--- src/rtl/piece_motion_ctrl.sv ---
// Per-piece board position, capture and selection state with frame-paced move animation.
// Define PIECE_MOTION_SNAP_EN to jump straight to the target on the first frame_tick.
module piece_motion_ctrl #(
  parameter int SQUARE_PX = 60,
  parameter int STEP_PX   = 4,
  parameter int INIT_COL  = 0,
  parameter int INIT_ROW  = 0
) (
  input  logic       vga_clk,
  input  logic       reset,
  input  logic       frame_tick,
  input  logic       move_valid,
  output logic       move_ready,
  input  logic [2:0] dst_col,
  input  logic [2:0] dst_row,
  input  logic       capture_in,
  input  logic       sel_set,
  input  logic       sel_clr,
  output logic [9:0] offsetX,
  output logic [9:0] offsetY,
  output logic       captured,
  output logic       selected,
  output logic       busy,
  output logic       done
);

  localparam logic [9:0] SQ     = 10'(SQUARE_PX);
  localparam logic [9:0] INIT_X = 10'(INIT_COL * SQUARE_PX);
  localparam logic [9:0] INIT_Y = 10'(INIT_ROW * SQUARE_PX);

  typedef enum logic [1:0] {IDLE, MOVE, DONE} state_e;

  state_e     state_q, state_d;
  logic [9:0] offx_q, offx_d, offy_q, offy_d;
  logic [9:0] tgtx_q, tgtx_d, tgty_q, tgty_d;
  logic       captured_q, captured_d, selected_q, selected_d;
  logic [9:0] nx, ny;
  logic       accept;

`ifndef PIECE_MOTION_SNAP_EN
  localparam logic signed [10:0] STEP_S = 11'(STEP_PX);
  localparam logic [9:0]         STEP_U = 10'(STEP_PX);

  // Clamp the final step to the remaining distance so an axis never overshoots.
  function automatic logic [9:0] step_axis(input logic [9:0] cur, input logic [9:0] tgt);
    logic signed [10:0] diff;
    diff = $signed({1'b0, tgt}) - $signed({1'b0, cur});
    if (diff > STEP_S)       step_axis = cur + STEP_U;
    else if (diff < -STEP_S) step_axis = cur - STEP_U;
    else                     step_axis = tgt;
  endfunction
`endif

  always_comb begin
`ifdef PIECE_MOTION_SNAP_EN
    nx = tgtx_q;
    ny = tgty_q;
`else
    nx = step_axis(offx_q, tgtx_q);
    ny = step_axis(offy_q, tgty_q);
`endif
    state_d    = state_q;
    offx_d     = offx_q;
    offy_d     = offy_q;
    tgtx_d     = tgtx_q;
    tgty_d     = tgty_q;
    accept     = 1'b0;
    move_ready = 1'b0;
    busy       = 1'b0;
    done       = 1'b0;
    captured_d = captured_q | capture_in;

    case (state_q)
      IDLE: begin
        move_ready = !captured_q;
        if (move_valid && !captured_q) begin
          accept  = 1'b1;
          tgtx_d  = {7'd0, dst_col} * SQ;
          tgty_d  = {7'd0, dst_row} * SQ;
          state_d = MOVE;
        end
      end
      MOVE: begin
        busy = 1'b1;
        if (frame_tick) begin
          offx_d = nx;
          offy_d = ny;
          if (nx == tgtx_q && ny == tgty_q) state_d = DONE;
        end
      end
      DONE: begin
        done    = 1'b1;
        state_d = IDLE;
      end
      default: state_d = IDLE;
    endcase

    // Clearing sources outrank sel_set.
    selected_d = selected_q;
    if (sel_set && !captured_q) selected_d = 1'b1;
    if (sel_clr || capture_in || accept) selected_d = 1'b0;
  end

  always_ff @(posedge vga_clk) begin
    if (reset) begin
      state_q    <= IDLE;
      offx_q     <= INIT_X;
      offy_q     <= INIT_Y;
      captured_q <= 1'b0;
      selected_q <= 1'b0;
    end else begin
      state_q    <= state_d;
      offx_q     <= offx_d;
      offy_q     <= offy_d;
      captured_q <= captured_d;
      selected_q <= selected_d;
    end
  end

  // Targets are only consulted in MOVE, which is always entered through a fresh latch.
  always_ff @(posedge vga_clk) begin
    tgtx_q <= tgtx_d;
    tgty_q <= tgty_d;
  end

  assign offsetX  = offx_q;
  assign offsetY  = offy_q;
  assign captured = captured_q;
  assign selected = selected_q;

endmodule

--- config.mk ---
export PLATFORM = sky130hd
export DESIGN_NAME = piece_motion_ctrl
export DESIGN_NICKNAME = d
export VERILOG_FILES = /design/src/rtl/piece_motion_ctrl.sv
export SDC_FILE = /design/constraint.sdc
export NUM_CORES = 1
export LEC_CHECK = 0
export CAP_MARGIN = 20
export CORE_MARGIN = 10
export CORE_UTILIZATION = 25
export DETAILED_ROUTE_END_ITERATION = 16
export GPL_ROUTABILITY_DRIVEN = 1
export GPL_TIMING_DRIVEN = 0
export PLACE_DENSITY = 0.46
export SYNTH_ARGS = -nofsm -noshare
export SYNTH_HDL_FRONTEND = slang
export SYNTH_SLANG_ARGS = --single-unit
--- constraint.sdc ---
create_clock -name vga_clk -period 4.6 [get_ports vga_clk]
set_input_delay 0.46 -clock vga_clk [delete_from_list [all_inputs] [get_ports vga_clk]]
set_output_delay 0.46 -clock vga_clk [all_outputs]
set_load 0.02 [all_outputs]
After elaboration in Yosys (flattened, before gate mapping). Index checks and enable logic that the tools add are counted.

Bitwise logic cells: 1. Equality and inequality tests: 7. Multipliers: 2. Reductions and logical operators: 11. Muxes and demuxes: 13. Add/sub/neg operators: 6. Order comparisons: 4.

Operators with widths (number): 10-bit 2-to-1 mux (4); 11-bit by 4-bit > comparator with 1-bit output (second input constant) (2); 11-bit by 3-bit < comparator with 1-bit output (second input constant) (2); 9-bit by 10-bit subtractor with 11-bit output (2); 10-bit by 3-bit adder with 10-bit output (second input constant) (2); 10-bit by 9-bit == test with 1-bit output (2); 10-bit by 3-bit subtractor with 10-bit output (second input constant) (2); 3-bit by 4-bit multiplier with 7-bit output (second input constant) (2); 2-bit 2-to-1 mux (3); 2-bit inequality test (second input constant) (3); 1-bit 2-to-1 mux (5); 2-bit case mux with 2 select lines (1); 2-bit AND reduction (2); 1-bit logical AND (3); 3-bit AND reduction (1); 2-bit by 1-bit == test with 1-bit output (second input constant) (1); 2-bit == test (second input constant) (1); 2-bit zero test (1); 1-bit logical OR (2); 2-bit OR reduction (1); 1-bit zero test (1); 1-bit OR (1).

Input port bits: 13. Bits in registers: 38. Output and inout bits: 25. Word-level logic and storage cells: 51.

Depth between registers and ports, before layout.
Depth in word-level cells: 9. Gate-level depth with buffers: 16.

Least setup slack after synthesis. No wires, ideal clock.

Path type: register -> register. From: register offx_q[2], in the netlist offsetX[2]. To: register state_q[0]. Stages on the path, launching flop included: 14. Setup slack: 786 ps. Arrival: 3699 ps. Clock period less this slack: 3814 ps. Cell sequence: dfxtp_1 inv_1 ha_1 or3b_4 o211a_1 a2bb2oi_1 a2111o_1 o21ai_4 nor2b_2 o32a_4 a2111oi_4 o311a_1 a41oi_1 o21ba_1.

Word-level cells in the longest chain between the ends: 8.

RTL lines: start: declaration (RTL line 34) `logic [9:0] offx_q, offx_d, offy_q, offy_d;`; start signal: assignment (RTL line 107) `offx_q <= INIT_X;`; start signal: assignment (RTL line 113) `offx_q <= offx_d;`; 9-bit by 10-bit subtractor with 11-bit output (RTL line 47) `diff = $signed({1'b0, tgt}) - $signed({1'b0, cur});`; 11-bit by 3-bit < comparator with 1-bit output (RTL line 49) `else if (diff < -STEP_S) step_axis = cur - STEP_U;`; 10-bit 2-to-1 mux (RTL line 49); 10-bit 2-to-1 mux (*) (RTL line 48) `if (diff > STEP_S) step_axis = cur + STEP_U;`; 10-bit by 9-bit == test with 1-bit output (*) (RTL line 88) `if (nx == tgtx_q && ny == tgty_q) state_d = DONE;`; 1-bit logical AND (*) (RTL line 88); 2-bit inequality test (no line) (*); 3-bit AND reduction (no line) (*); end signal: assignment (RTL line 112) `state_q <= state_d;`; end: declaration (RTL line 33) `state_e state_q, state_d;`.

Mark *: on every way between the ends. The rest lies on a longest branch, timed or not. A chain may end at the register's enable or synchronous reset.

Worst setup path in the final report. Ends and elaborated chain as after synthesis.

==> results.py <==
metrics = {
    "min_path": {
        "hold_class": "reg2reg",
        "hold_path_end": "selected$_SDFFE_PP0P_",
        "hp-start": "selected$_SDFFE_PP0P_",
        "hold_depth": 2,
    },
    "grt": {
        "grt_pass1_vias": 3515,
        "grt_pass1_wl_um": 18400,
        "grt_max_degree": 17,
        "antenna_found_initial": 0,
        "grt_use_total_pct": 11.0,
        "gr-total-overflow": 0,
    },
    "placement": {
        "io_buffers": 37,
        "dpl.hpwl_um": 9090,
        "place.gp.congestion": 0.872,
    },
    "yosys": {
        "yosysSeqAreaShare_pct": 23.8,
        "synth_edf_count": 14,
        "synth_fa_ha_area_share_pct": 13.1,
        "synth_largest_area_cell": "dfxtp_1",
        "synthSimpleGateAreaFrac_pct": 24.9,
        "synth_compound_area_share_pct": 26.6,
        "synth_top_family_by_area": "compound AO/OA/AOI/OAI gates",
        "synthMuxAreaShare_pct": 0.562,
        "ys_warn_count": 0,
        "synth.area.top_cells": "dfxtp_1, edfxtp_1, ha_1, a21oi_1, xnor2_1",
        "syn_area_um2": 3780,
        "syn_inst": 464,
        "synth_most_common_cell": "nor2_1",
        "ys_ff_latch": 38,
        "yosysTopAreaCellShare_pct": 12.7,
        "syn-num-nets": 513,
        "ys.flop_type": "dfxtp_1",
        "synthXorXnorAreaFrac_pct": 5.55,
        "synth_area_per_cell_um2": 8.16,
        "async_flop_share_pct": 0,
        "yosys-top-cells-count": "nor2_1, inv_1, a21oi_1",
        "synth_cell_type_count": 71,
    },
    "worst_setup_path": {
        "crit_path_start": "offsetX[2]$_SDFFE_PP0P_",
        "cp-start-kind": "flop",
        "crit_slowest_cell": "dfxtp_1",
        "reg2reg_slack_ns": 0.29,
        "r2r-start": "offsetX[2]$_SDFFE_PP0P_",
        "ff2ff_path_depth": 14,
        "critPathRequiredTime_ns": 4.78,
        "crit_path_cell_trace": "inv_1 > ha_1 > or3b_4 > o211a_1 > a2bb2oi_1 > a2111o_1 > nor2_1 > a21o_1 > clkbuf_1 > a31oi_1 > a2111oi_4 > o311a_1 > a41oi_1 > o21ba_1",
        "crit_type": "reg2reg",
        "rr_endpoint": "state_q[0]$_SDFFE_PP0P_",
        "end_kind": "flop",
        "crit_fanout": 10,
        "cpPeakStageDelay_ns": 0.52,
        "arrival_ns": 4.49,
    },
    "sta": {
        "period_minus_slack_ns": 4.31,
        "setup_viol": 0,
        "finalHoldViolCount": 0,
        "max_freq_mhz": 232,
        "maxSlewViolCount": 0,
        "rsz0062_at_grt": "no",
        "setup-tns-final_ns": 0,
        "tightestPinTransition_ns": 0.751,
        "min_period_over_period_pct": 93.6,
        "relSlewSlack_pct": 48.7,
        "clock-skew-final_ns": 0.0119,
    },
    "run": {
        "maxCapViolations": 0,
    },
    "floorplanning": {
        "dieWidth_um": 143,
        "row_count": 44,
        "pin_count": 38,
        "die_area_um2": 20500,
        "core_region_area_um2": 14700,
        "fp.dieH_um": 143,
        "start_util_pct": 25.7,
    },
    "clock_network": {
        "cts_root_buf": "clkbuf_16",
        "clkSlewWorstSetupHoldPaths_ns": 0.07,
        "clkLatencyLatePin_ns": 0.29,
        "cts.sinks": 38,
        "cts_buffer_depth": 2,
        "cts_buffers": 5,
        "cts_hold_buf": 0,
        "htree_levels": 2,
        "cts_tree": "done",
    },
    "layout": {
        "area_delta_synth_final_pct": 20.4,
        "nets": 557,
        "diodes": 0,
        "layout-drive-gt1-share_pct": 6.68,
        "post-route-util_pct": 31.0,
    },
    "routing": {
        "drt_iter0_drc": 301,
        "firstDrtPassIters": 5,
        "drc_errors": 0,
        "ant_nets": 0,
        "via_count": 3698,
        "routedWlPerCell_um": 16.5,
        "post_drt_via_cell_ratio": 5.34,
        "wl_um": 11400,
    },
    "power": {
        "p_leak_nw": 1.69,
        "power_w": 0.00131,
        "powerDensity_nw_per_um2": 289,
        "vdd_drop_max_mv": 0.192,
    },
    "status": {
        "outcome": "completed",
    },
}
==> report_power, final <==
group	switching, W	leakage, nW	internal [W]	total [W]
clock network	0.000142	0.0698	0.000201	0.000343
registers	0.0000354	0.327	0.000376	0.000412
logic	0.000326	1.29	0.000233	0.000560
==> stage by stage <==
stage | hold WS, ns | cell area (um^2) | worst slack [ns] | cells
after CTS | 0.533 | 4530 | 0.134 | 693
after detailed placement | 0.515 | 4390 | 0.160 | 685
after global routing | 0.565 | 4560 | 0.0119 | 693
final | 0.525 | 4560 | 0.295 | 693
after global placement | 0.503 | 4390 | 0.230 | 685
after floorplan | 0.494 | 3780 | 0.786 | 464
==> routing by layer <==
metal	part of all wire (%)	global-route usage, %
met3	5.5	2.06
met5	0	0
met4	0.84	2.82
met2	45	17.6
met1	49	14.9
==> critical path: cells and delay by family (launching register included) <==
family,cells,cell delay (ns)
AOI/OAI and AO/OA,9,2.10
adders and majority gates,1,0.39
buffers and inverters,2,0.61
DFF,1,0.52
and+or+nand+nor,2,0.58
==> logic make-up after synthesis <==
| logic type | count (synthesis) |
|---|---|
| and+or+nand+nor | 176 |
| buffers and inverters | 54 |
| xor gates and xnor gates | 24 |
| muxes | 2 |
| DFF | 38 |
| AOI/OAI and AO/OA | 134 |
| adders and majority gates | 36 |
==> worst max-delay path by stage <==
stage | end | slack (ns)
finish | state_q[0]$_SDFFE_PP0P_ | 0.29
global route | state_q[1]$_SDFFE_PP0P_ | 0.01
CTS | state_q[0]$_SDFFE_PP0P_ | 0.13
detailed placement | state_q[0]$_SDFFE_PP0P_ | 0.16
global placement | state_q[0]$_SDFFE_PP0P_ | 0.23
floorplan | state_q[0]$_SDFFE_PP0P_ | 0.79
==> cells in the final DEF (no fill, tap or decap), drive strengths merged, types with 4 or more instances in the layout <==
cell           synthesis  final
a211oi                10     10
a21o                   8      8
a21oi                 32     32
a221oi                 5      5
a31oi                  4      4
and2                   9      9
and3                   9      9
buf                    2      4
clkbuf                16     19
clkdlybuf4s50          0     37
dfxtp                 24     24
edfxtp                14     14
fa                     6      6
ha                    30     30
inv                   36     36
nand2                 26     26
nand2b                 9      9
nand3                 18     18
nand4                  5      5
nor2                  37     37
nor2b                 10     10
nor3                  20     20
nor3b                  4      4
nor4                   8      8
o211ai                 6      6
o21ai                 20     20
o221ai                 4      4
o31ai                  4      4
or2                    6      6
or3                    6      6
xnor2                 17     17
xor2                   7      7
==> layout make-up <==
type                    count  area (um^2)
well taps                 184          230
flip-flops and latches     38          901
plain buffers              16         67.6
clock inverters             3         21.3
inverters                  36          135
multi-input cells         372         2690
clock buffers               5          125
fillers                  1584        10100
repair buffers             39          385
==> registers in the layout, indices dropped and copies added (netlist names) <==
name / flops
selected: 1
tgty_q: 7
state_q: 2
tgtx_q: 7
offsetX: 10
offsetY: 10
captured: 1
==> what timing repair did <==
| action | CTS | global route |
|---|---|---|
| setup buffers | 0 | 2 |
| endpoints found under the setup margin | 0 | 2 |
| gates resized for setup | 0 | 4 |
(Power assumes the default switching activity.)
